**src/rtl/ps2_mouse_responder.sv**
```systemverilog
// ps2_mouse_responder: PS/2 mouse device-side command responder (BAT, ID, ACK, streaming packets).
// Define PS2_RESP_ERR_EN to answer unsupported host commands with 0xFE instead of 0xFA.
module ps2_mouse_responder #(
   parameter int BAT_DELAY = 16
) (
   input  logic        clk_sys,
   input  logic        rst_n,
   input  logic        rx_vld,
   input  logic [7:0]  rx_data,
   output logic        tx_en,
   output logic [7:0]  tx_data,
   input  logic        tx_done,
   input  logic        pkt_req,
   input  logic [23:0] pkt_data,
   output logic        pkt_ack,
   output logic        stream_en,
   output logic [2:0]  current_state
);
`ifdef PS2_RESP_ERR_EN
   localparam logic ERR_EN = 1'b1;
`else
   localparam logic ERR_EN = 1'b0;
`endif
   typedef enum logic [2:0] {
      BAT_WAIT  = 3'd0,
      SEND_BAT  = 3'd1,
      SEND_ID   = 3'd2,
      IDLE      = 3'd3,
      SEND_ACK  = 3'd4,
      SEND_RESP = 3'd5,
      SEND_PKT  = 3'd6
   } state_t;
   state_t      state;
   logic [31:0] cnt;
   logic        pend_vld;
   logic [7:0]  pend_cmd;
   logic [7:0]  cur_cmd;
   logic [15:0] pkt_hi;
   logic [1:0]  idx;
   assign current_state = state;
   function automatic logic [7:0] ack_byte(input logic [7:0] c);
      return (ERR_EN && !(c inside {8'hFF, 8'hF4, 8'hF5, 8'hF2})) ? 8'hFE : 8'hFA;
   endfunction
   task automatic start_ack(input logic [7:0] c);
      state   <= SEND_ACK;
      tx_en   <= 1'b1;
      tx_data <= ack_byte(c);
      cur_cmd <= c;
   endtask
   always_ff @(posedge clk_sys) begin
      if (!rst_n) begin
         state     <= BAT_WAIT;
         cnt       <= '0;
         tx_en     <= 1'b0;
         tx_data   <= 8'h00;
         pkt_ack   <= 1'b0;
         stream_en <= 1'b0;
         pend_vld  <= 1'b0;
         pend_cmd  <= 8'h00;
         cur_cmd   <= 8'h00;
         pkt_hi    <= '0;
         idx       <= '0;
      end else begin
         tx_en   <= 1'b0;
         pkt_ack <= 1'b0;
         // every received byte lands here; consumers clear it (or keep a same-cycle arrival)
         if (rx_vld) begin
            pend_vld <= 1'b1;
            pend_cmd <= rx_data;
         end
         case (state)
            BAT_WAIT:
               if (pend_vld && pend_cmd == 8'hFF) begin
                  start_ack(8'hFF);
                  pend_vld <= rx_vld;
                  cnt      <= '0;
               end else if (cnt == 32'(BAT_DELAY - 1)) begin
                  state   <= SEND_BAT;
                  tx_en   <= 1'b1;
                  tx_data <= 8'hAA;
                  cnt     <= '0;
               end else cnt <= cnt + 32'd1;
            SEND_BAT:
               if (tx_done) begin
                  state   <= SEND_ID;
                  tx_en   <= 1'b1;
                  tx_data <= 8'h00;
               end
            SEND_ID:   if (tx_done) state <= IDLE;
            SEND_RESP: if (tx_done) state <= IDLE;
            IDLE:
               if (pend_vld) begin
                  start_ack(pend_cmd);
                  pend_vld <= rx_vld;
               end else if (rx_vld) begin
                  start_ack(rx_data);
                  pend_vld <= 1'b0;
               end else if (pkt_req) begin
                  pkt_ack <= 1'b1;
                  if (stream_en) begin
                     state   <= SEND_PKT;
                     tx_en   <= 1'b1;
                     tx_data <= pkt_data[7:0];
                     pkt_hi  <= pkt_data[23:8];
                     idx     <= '0;
                  end
               end
            SEND_ACK:
               if (tx_done) begin
                  state <= (cur_cmd == 8'hFF) ? BAT_WAIT : (cur_cmd == 8'hF2) ? SEND_RESP : IDLE;
                  stream_en <= (cur_cmd == 8'hF4) ? 1'b1 : (cur_cmd == 8'hF5 || cur_cmd == 8'hFF) ? 1'b0 : stream_en;
                  cnt <= '0;
                  if (cur_cmd == 8'hF2) begin
                     tx_en   <= 1'b1;
                     tx_data <= 8'h00;
                  end
               end
            SEND_PKT:
               if (tx_done) begin
                  if (pend_vld) begin
                     start_ack(pend_cmd);
                     pend_vld <= rx_vld;
                  end else if (idx == 2'd2) state <= IDLE;
                  else begin
                     idx     <= idx + 2'd1;
                     tx_en   <= 1'b1;
                     tx_data <= (idx == 2'd0) ? pkt_hi[7:0] : pkt_hi[15:8];
                  end
               end
            default: state <= BAT_WAIT;
         endcase
      end
   end
endmodule

```
**config.mk**
```make
export PLATFORM = sky130hd
export DESIGN_NAME = ps2_mouse_responder
export DESIGN_NICKNAME = d
export VERILOG_FILES = /design/src/rtl/ps2_mouse_responder.sv
export SDC_FILE = /design/constraint.sdc
export NUM_CORES = 1
export LEC_CHECK = 0
export CORE_MARGIN = 3
export CORE_UTILIZATION = 30
export DETAILED_ROUTE_END_ITERATION = 10
export GPL_ROUTABILITY_DRIVEN = 0
export MAX_ROUTING_LAYER = met4
export SLEW_MARGIN = 20
export SYNTH_ARGS = -nofsm -noshare
export SYNTH_HDL_FRONTEND = slang
export SYNTH_SLANG_ARGS = --single-unit
```
**constraint.sdc**
```tcl
create_clock -name clk_sys -period 2.19 [get_ports clk_sys]
set_clock_uncertainty 0.1 [all_clocks]
set_input_delay 0.5475 -clock clk_sys [delete_from_list [all_inputs] [get_ports clk_sys]]
set_output_delay 0.5475 -clock clk_sys [all_outputs]
set_load 0.05 [all_outputs]
```
==> out/qor.json, run 1 <==
{
  "worst_margin_pin_slew": {"value": 0.620, "unit": "ns"},
  "hold_path_class": {"value": "flop to flop"},
  "die_width": {"value": 128, "unit": "µm"},
  "fin_crit_sh": {"value": 97.8, "unit": "%"},
  "layout_commonest_cell": {"value": "nand2_1"},
  "critPathBufInv": {"value": 1},
  "status": {"value": "finished clean"},
  "path_cells": {"value": "clkdlybuf4s50_1"},
  "design.die.area": {"value": 0.0165, "unit": "mm²"},
  "cts_tree": {"value": "done"},
  "rr_startpoint": {"value": "cnt[8]"},
  "cts.path.max_buffers": {"value": 2},
  "grtUsageMet3": {"value": 3.32, "unit": "%"},
  "antenna-diode-count": {"value": 0},
  "final_nets": {"value": 687},
  "mostFrequentLayoutCells": {"value": "nand2_1, dfxtp_1, buf_4"},
  "final_cell_count_no_fill": {"value": 835},
  "multi_input_area": {"value": 0.00267, "unit": "mm²"},
  "number_of_violations_of_the_max_capacitance_limit": {"value": 0},
  "cts.root.buffer_cell": {"value": "clkbuf_16"},
  "grt_antenna_before_repair": {"value": 0},
  "wl_per_cell": {"value": 15.5, "unit": "µm"},
  "route.detailed.vias_per_inst": {"value": 5.49},
  "critical_path_required": {"value": 1.54, "unit": "ns"},
  "clkTransAtPathRegs": {"value": 0.07, "unit": "ns"},
  "number_of_buffers_inserted_by_port_buffering": {"value": 50},
  "placement_rows": {"value": 44},
  "crit_path_top_delay_cell": {"value": "clkdlybuf4s50_1"},
  "cellPowerDensity": {"value": 578, "unit": "mW/mm²"},
  "setup-violations-final": {"value": 0},
  "peakVddDrop": {"value": 637, "unit": "µV"},
  "grt_max_degree": {"value": 30},
  "fin_tns_setup": {"value": 0, "unit": "ns"},
  "timing_hold_violations_final": {"value": 0},
  "drive_above_1_share": {"value": 17.4, "unit": "%"},
  "area_occupied_by_registers": {"value": 0.00163, "unit": "mm²"},
  "p_leak": {"value": 0.00246, "unit": "µW"},
  "detailedRoute.firstPassIterationCount": {"value": 5},
  "critical_path_capture_point_type": {"value": "output port"},
  "period_minus_slack": {"value": 2.14, "unit": "ns"},
  "synth_flop_cell": {"value": "dfxtp_1"},
  "grt_pass1_wl": {"value": 21700, "unit": "µm"},
  "post-route-drc-count": {"value": 0},
  "violation_count_after_the_first_detailed_routing_iteration": {"value": 392},
  "timing.critical_path.slowest_cell_delay": {"value": 0.80, "unit": "ns"},
  "grt.busiest_layer": {"value": "met2"},
  "fin_area": {"value": 0.00596, "unit": "mm²"},
  "worst-setup-path-type": {"value": "flop to output port"},
  "utilization": {"value": 40.9, "unit": "%"},
  "cellInternalPower": {"value": 2710, "unit": "µW"},
  "number_of_library_cell_types_mapped_by_synthesis": {"value": 64},
  "grt_setup_unrepaired": {"value": "false"},
  "worstSkewPairLatency": {"value": 0.35, "unit": "ns"},
  "detail-route-antenna-nets": {"value": 0},
  "r2r.worst_path.cells": {"value": 6},
  "groute.layer.met1.usage": {"value": 22.2, "unit": "%"},
  "synth-seq-cells": {"value": 81},
  "global_route.usage.total": {"value": 16.6, "unit": "%"},
  "power.sequential.fraction": {"value": 43.5, "unit": "%"},
  "route.final.wire_length": {"value": 13000, "unit": "µm"},
  "holdPathStages": {"value": 2},
  "min_delay_worst_endpoint": {"value": "pkt_hi[2]"},
  "placed_cells_incl_taps": {"value": 818},
  "r2r_end": {"value": "tx_data[6]"},
  "element_type_at_the_critical_path_start": {"value": "flop"},
  "max_freq": {"value": 0.467, "unit": "GHz"},
  "fp.coreArea": {"value": 0.0146, "unit": "mm²"},
  "design.portCount": {"value": 51},
  "reg2reg_slack": {"value": 0.11, "unit": "ns"},
  "detailedPlacementHpwl": {"value": 9690, "unit": "µm"},
  "synthesis.instances": {"value": 553},
  "first_global_vias": {"value": 4390},
  "total_switching_power": {"value": 743, "unit": "µW"},
  "detailedPlace.worstSlack": {"value": -0.266, "unit": "ns"},
  "clockPowerShare": {"value": 50.2, "unit": "%"},
  "die_h": {"value": 128, "unit": "µm"},
  "dr_total_vias": {"value": 4583},
  "synth.avg_cell_area": {"value": 8.13, "unit": "µm²"},
  "cp_top_family": {"value": "buffers and inverters"},
  "place_area": {"value": 0.00556, "unit": "mm²"},
  "p_comb_share": {"value": 6.2, "unit": "%"},
  "flow.area_growth_from_synthesis": {"value": 32.7, "unit": "%"},
  "timing.final.ws_setup": {"value": 0.0484, "unit": "ns"},
  "synthesis.area": {"value": 0.00450, "unit": "mm²"},
  "netSwitchingFraction": {"value": 21.5, "unit": "%"},
  "num-fill-cells": {"value": 1485},
  "synth_edf_count": {"value": 0},
  "hold_path_startpoint": {"value": "pkt_hi[2]"},
  "syn-num-nets": {"value": 594},
  "cts_buffers": {"value": 9},
  "async_reset_ff_share": {"value": 0, "unit": "%"},
  "worst_path_max_fanout": {"value": 2},
  "tritoncts_num_sinks": {"value": 81},
  "worst_ep_arrival_time": {"value": 1.49, "unit": "ns"},
  "timing.slew.headroom": {"value": 58.7, "unit": "%"},
  "seq_total_area_yosys": {"value": 36.1, "unit": "%"},
  "yosysWarningCount": {"value": 0},
  "ctsHtreeMaxLevel": {"value": 3},
  "met2_capacity_usage_during_global_routing": {"value": 24.9, "unit": "%"},
  "grt_remaining_overflow": {"value": 0},
  "initial_utilization": {"value": 30.8, "unit": "%"},
  "drv_slew": {"value": 0}
}
## power by group through the flow
stage               clock [µW]  sequential (µW)  combinational, µW
finish                    1730             1500                215
global route              1830             1500                233
CTS                       1770             1500                215
detailed placement           0             1530                214
global placement             0             1530                209
floorplan                    0             1530               97.6
## per-layer routing
metal | vias up | routed length (µm)
met1 | 2161 | 6280
met3 | 37 | 500
li1 | 2253 | -
met2 | 132 | 5790
met4 | 0 | 383
met5 | - | 0
## cells by family (layout without fill, tap and decap cells)
group | count (synthesis) | after routing | synth area share (%)
xor gates and xnor gates | 2 | 2 | 0.390
buffers and inverters | 49 | 147 | 5.32
adders and majority gates | 4 | 4 | 1.11
muxes | 30 | 30 | 6.76
DFF | 81 | 81 | 36.1
AOI/OAI and AO/OA | 153 | 153 | 22.6
and+or+nand+nor | 234 | 234 | 27.7
## worst max path at each step
| stage | endpoint | cells after the start | start | slack, ns |
|---|---|---|---|---|
| after global routing | tx_data[3] | 1 | tx_data[3] | 0.001 |
| after floorplan | cnt[28] | 8 | current_state[1] | 0.003 |
| after global placement | cur_cmd[7] | 6 | rx_vld | -0.17 |
| final | tx_data[3] | 1 | tx_data[3] | 0.05 |
| after CTS | tx_data[4] | 1 | tx_data[4] | 0.01 |
| after detailed placement | cur_cmd[4] | 6 | rx_vld | -0.27 |
## flip-flops by register name (all words and copies together) (netlist names)
register       cells
cnt               32
cur_cmd            8
current_state      3
idx                2
pend_cmd           8
pend_vld           1
pkt_ack            1
pkt_hi            16
stream_en          1
tx_data            8
tx_en              1
## Yosys cell counts (3+ instances only)
cell	n	share of area, %
nand4_1	16	2.2
nor4_1	12	1.7
nand3b_1	4	0.67
nand2b_1	4	0.56
o21ai_1	12	1.3
a31oi_1	20	2.8
a211oi_1	3	0.50
mux2_2	3	0.75
and3_1	12	1.7
nor4_2	3	0.84
dfxtp_1	81	36
o31ai_1	3	0.50
mux2i_1	27	6.0
buf_1	4	0.33
clkbuf_1	18	1.5
ha_1	4	1.1
nor2_1	32	2.7
inv_1	15	1.3
a21o_1	7	1.2
a221o_1	8	1.8
and3b_1	3	0.58
buf_6	3	0.75
o211ai_1	10	1.7
a21oi_1	44	4.9
nor3_1	10	1.1
or4_1	3	0.50
buf_2	5	0.56
and4_1	8	1.6
nand2_1	79	6.6
a22o_1	3	0.58
or3_1	11	1.5
o21ai_0	17	1.9
o211a_1	8	1.8
nand3_1	21	2.3
## stage by stage
step                total power [µW]  hold WS [ns]
finish                          3450         0.357
CTS                             3490         0.356
floorplan                       1630         0.333
global route                    3570         0.372
global placement                1740         0.343
detailed placement              1750         0.345
## area by class of cell
type,instances,area share (%)
repair buffers,115,17.2
well taps,184,3.86
multi-input cells,423,44.8
inverters,16,1.01
clock inverters,5,1.43
flip-flops and latches,81,27.3
clock buffers,11,4.43
## repair_timing
| action | 4_1_cts | 5_1_grt |
|---|---|---|
| buffers inserted | 0 | 1 |
| setup endpoints to repair | 0 | 20 |
| hold buffers | 0 | 0 |
| resized for setup | 0 | 14 |
(Power assumes the default switching activity.)
==> run 2, diff against run 1 <==
--- a/config.mk
+++ b/config.mk
@@ -6,7 +6,7 @@
 export NUM_CORES = 1
 export LEC_CHECK = 0
 export CORE_MARGIN = 3
-export CORE_UTILIZATION = 30
+export CORE_UTILIZATION = 35
 export DETAILED_ROUTE_END_ITERATION = 10
 export GPL_ROUTABILITY_DRIVEN = 0
 export MAX_ROUTING_LAYER = met4
==> run 2 against run 1 <==
  * Flip-flop and latch count stayed put
  * Die area is 14% lower
  * Count of clock-buffer cells in the layout is 3 higher
  * Cell area is 1.7% lower
  * Sequential share of layout area is 0.41 points higher
  * Power is 2.2% lower
  * Sequential power hardly changed
  * Global-route usage is 2.6 points higher
  * Highest routed layer unchanged
  * Combinational power is 4% lower
==> out/qor.json, run 2 (same netlist as run 1, synthesis figures left out) <==
{
  "hold_path_class": {"value": "flop to flop", "change": "unchanged"},
  "detail-route-antenna-nets": {"value": 0, "change": "unchanged"},
  "design.die.area": {"value": 0.0142, "unit": "mm²", "change": "was 0.0165 mm²"},
  "worst-setup-path-type": {"value": "flop to output port", "change": "unchanged"},
  "cellPowerDensity": {"value": 575, "unit": "mW/mm²", "change": "was 578 mW/mm²"},
  "first_global_vias": {"value": 4313, "change": "was 4,390"},
  "design.portCount": {"value": 51, "change": "unchanged"},
  "max_freq": {"value": 0.468, "unit": "GHz", "change": "was 0.467 GHz"},
  "dr_total_vias": {"value": 4519, "change": "was 4,583"},
  "worst_ep_arrival_time": {"value": 1.49, "unit": "ns", "change": "about the same"},
  "post-route-drc-count": {"value": 0, "change": "unchanged"},
  "fin_crit_sh": {"value": 97.6, "unit": "%", "change": "was 97.8%"},
  "total_power": {"value": 3370, "unit": "µW", "change": "was 3450 µW"},
  "p_leak": {"value": 0.00239, "unit": "µW", "change": "was 0.00246 µW"},
  "grt_max_degree": {"value": 30, "change": "unchanged"},
  "hold_buffers": {"value": 0, "change": "unchanged"},
  "setup-violations-final": {"value": 0, "change": "unchanged"},
  "place_area": {"value": 0.00549, "unit": "mm²", "change": "was 0.00556 mm²"},
  "number_of_buffers_inserted_by_port_buffering": {"value": 50, "change": "unchanged"},
  "cts_buffers": {"value": 9, "change": "unchanged"},
  "timing.critical_path.slowest_cell_delay": {"value": 0.81, "unit": "ns", "change": "was 0.80 ns"},
  "fp.coreArea": {"value": 0.0123, "unit": "mm²", "change": "was 0.0146 mm²"},
  "path_cells": {"value": "clkdlybuf4s50_1", "change": "unchanged"},
  "route.final.wire_length": {"value": 13200, "unit": "µm", "change": "was 13,000 µm"},
  "flow.area_growth_from_synthesis": {"value": 30.4, "unit": "%", "change": "was 32.7%"},
  "global_route.usage.total": {"value": 19.2, "unit": "%", "change": "was 16.6%"},
  "utilization": {"value": 47.8, "unit": "%", "change": "was 40.9%"},
  "worstSkewPairLatency": {"value": 0.34, "unit": "ns", "change": "was 0.35 ns"},
  "min_delay_worst_endpoint": {"value": "pkt_hi[13]", "change": "was pkt_hi[2]"},
  "worst_margin_pin_slew": {"value": 0.525, "unit": "ns", "change": "was 0.620 ns"},
  "drive_above_1_share": {"value": 15.8, "unit": "%", "change": "was 17.4%"},
  "reg2reg_slack": {"value": 0.11, "unit": "ns", "change": "about the same"},
  "die_width": {"value": 119, "unit": "µm", "change": "was 128 µm"},
  "placement_rows": {"value": 40, "change": "was 44"},
  "number_of_violations_of_the_max_capacitance_limit": {"value": 0, "change": "unchanged"},
  "detailedPlacementHpwl": {"value": 9770, "unit": "µm", "change": "was 9690 µm"},
  "r2r.worst_path.cells": {"value": 6, "change": "unchanged"},
  "status": {"value": "finished clean", "change": "unchanged"},
  "period_minus_slack": {"value": 2.14, "unit": "ns", "change": "about the same"},
  "timing.critical_path.depth": {"value": 1, "change": "unchanged"},
  "cts_tree": {"value": "done", "change": "unchanged"},
  "largest_registers": {"value": "cnt: 32 flops, pkt_hi: 16 flops", "change": "unchanged"},
  "grt_pass1_wl": {"value": 21800, "unit": "µm", "change": "was 21,700 µm"},
  "timing.slew.headroom": {"value": 64.9, "unit": "%", "change": "was 58.7%"},
  "violation_count_after_the_first_detailed_routing_iteration": {"value": 413, "change": "was 392"},
  "initial_utilization": {"value": 36.7, "unit": "%", "change": "was 30.8%"},
  "fin_area": {"value": 0.00586, "unit": "mm²", "change": "was 0.00596 mm²"},
  "mostFrequentLayoutCells": {"value": "dfxtp_1, nand2_1, buf_4", "change": "was nand2_1, dfxtp_1, buf_4"},
  "critPathBufInv": {"value": 1, "change": "unchanged"},
  "hold_path_startpoint": {"value": "pkt_hi[13]", "change": "was pkt_hi[2]"},
  "wl_per_cell": {"value": 16.2, "unit": "µm", "change": "was 15.5 µm"},
  "final_nets": {"value": 681, "change": "was 687"},
  "detailedRoute.firstPassIterationCount": {"value": 5, "change": "unchanged"},
  "detailedPlace.worstSlack": {"value": -0.238, "unit": "ns", "change": "was -0.266 ns"},
  "element_type_at_the_critical_path_start": {"value": "flop", "change": "unchanged"},
  "die_h": {"value": 119, "unit": "µm", "change": "was 128 µm"},
  "peakVddDrop": {"value": 382, "unit": "µV", "change": "was 637 µV"},
  "largest_reg_flops": {"value": 32, "change": "unchanged"},
  "clkTransAtPathRegs": {"value": 0.06, "unit": "ns", "change": "was 0.07 ns"},
  "grt_setup_unrepaired": {"value": "false", "change": "unchanged"},
  "crit_path_top_delay_cell": {"value": "clkdlybuf4s50_1", "change": "unchanged"},
  "tritoncts_num_sinks": {"value": 81, "change": "unchanged"},
  "holdPathStages": {"value": 2, "change": "unchanged"},
  "r2r_end": {"value": "cnt[22]", "change": "was tx_data[6]"},
  "ctsHtreeMaxLevel": {"value": 3, "change": "unchanged"},
  "antenna-diode-count": {"value": 0, "change": "unchanged"},
  "cp_top_family": {"value": "buffers and inverters", "change": "unchanged"},
  "critical_path_required": {"value": 1.54, "unit": "ns", "change": "about the same"},
  "grt_remaining_overflow": {"value": 0, "change": "unchanged"},
  "cts.root.buffer_cell": {"value": "clkbuf_16", "change": "unchanged"},
  "rr_startpoint": {"value": "current_state[2]", "change": "was cnt[8]"},
  "drv_slew": {"value": 0, "change": "unchanged"},
  "route.detailed.vias_per_inst": {"value": 5.56, "change": "was 5.49"},
  "timing_hold_violations_final": {"value": 0, "change": "unchanged"},
  "worst_path_max_fanout": {"value": 2, "change": "unchanged"},
  "timing.final.ws_setup": {"value": 0.0534, "unit": "ns", "change": "was 0.0484 ns"},
  "cts.path.max_buffers": {"value": 2, "change": "unchanged"},
  "layout_commonest_cell": {"value": "dfxtp_1", "change": "was nand2_1"},
  "largest-register": {"value": "cnt", "change": "unchanged"},
  "fin_tns_setup": {"value": 0, "unit": "ns", "change": "unchanged"},
  "grt_antenna_before_repair": {"value": 0, "change": "unchanged"},
  "critical_path_capture_point_type": {"value": "output port", "change": "unchanged"}
}
[run 2: power by group]
part | switching [µW] | internal [µW]
sequential | 16.7 | 1490
clock | 599 | 1060
combinational | 96.3 | 110
total | 712 | 2660
[run 2: worst max-delay path by stage]
stage / from / end / slack [ns]
after global routing: tx_data[1] / tx_data[1] / 0.007
after CTS: tx_data[0] / tx_data[0] / 0.02
after global placement: tx_done / tx_data[6] / -0.17
after detailed placement: rx_vld / cur_cmd[6] / -0.24
after floorplan: current_state[1] / cnt[28] / 0.003
final: tx_data[4] / tx_data[4] / 0.05
[run 2: repair_timing]
item                                    CTS  global route
resized for setup                         0            10
endpoints found under the setup margin    0            22
setup buffers                             0             1
hold endpoints to repair                  0             0
[run 2: tightest hold or removal path, delay by kind of cell (launching register included)]
family / cells / cell delay [ns]
flip-flops: 1 / 0.31
AO/OA/AOI/OAI: 1 / 0.05
AND/OR/NAND/NOR: 1 / 0.05
[run 2: layout make-up]
class | instances | area (µm²)
multi-input cells | 423 | 2670
clock inverters | 2 | 60.1
repair buffers | 109 | 978
well taps | 168 | 210
clock buffers | 14 | 264
inverters | 16 | 60.1
fillers | 1165 | 6400
flip-flops and latches | 81 | 1630
[run 2: per-layer routing]
| metal | global-route usage [%] | up-vias | routed length (µm) |
|---|---|---|---|
| met2 | 28.9 | 113 | 6110 |
| met4 | 5.23 | 0 | 217 |
| met3 | 4.84 | 19 | 543 |
| met5 | - | - | 0 |
| li1 | - | 2238 | - |
| met1 | 25.7 | 2149 | 6300 |
[run 2: through the flow]
stage               cells  hold slack, ns
global placement      796           0.341
floorplan             553           0.333
CTS                   812           0.357
global route          813           0.375
finish                813           0.355
detailed placement    796           0.349
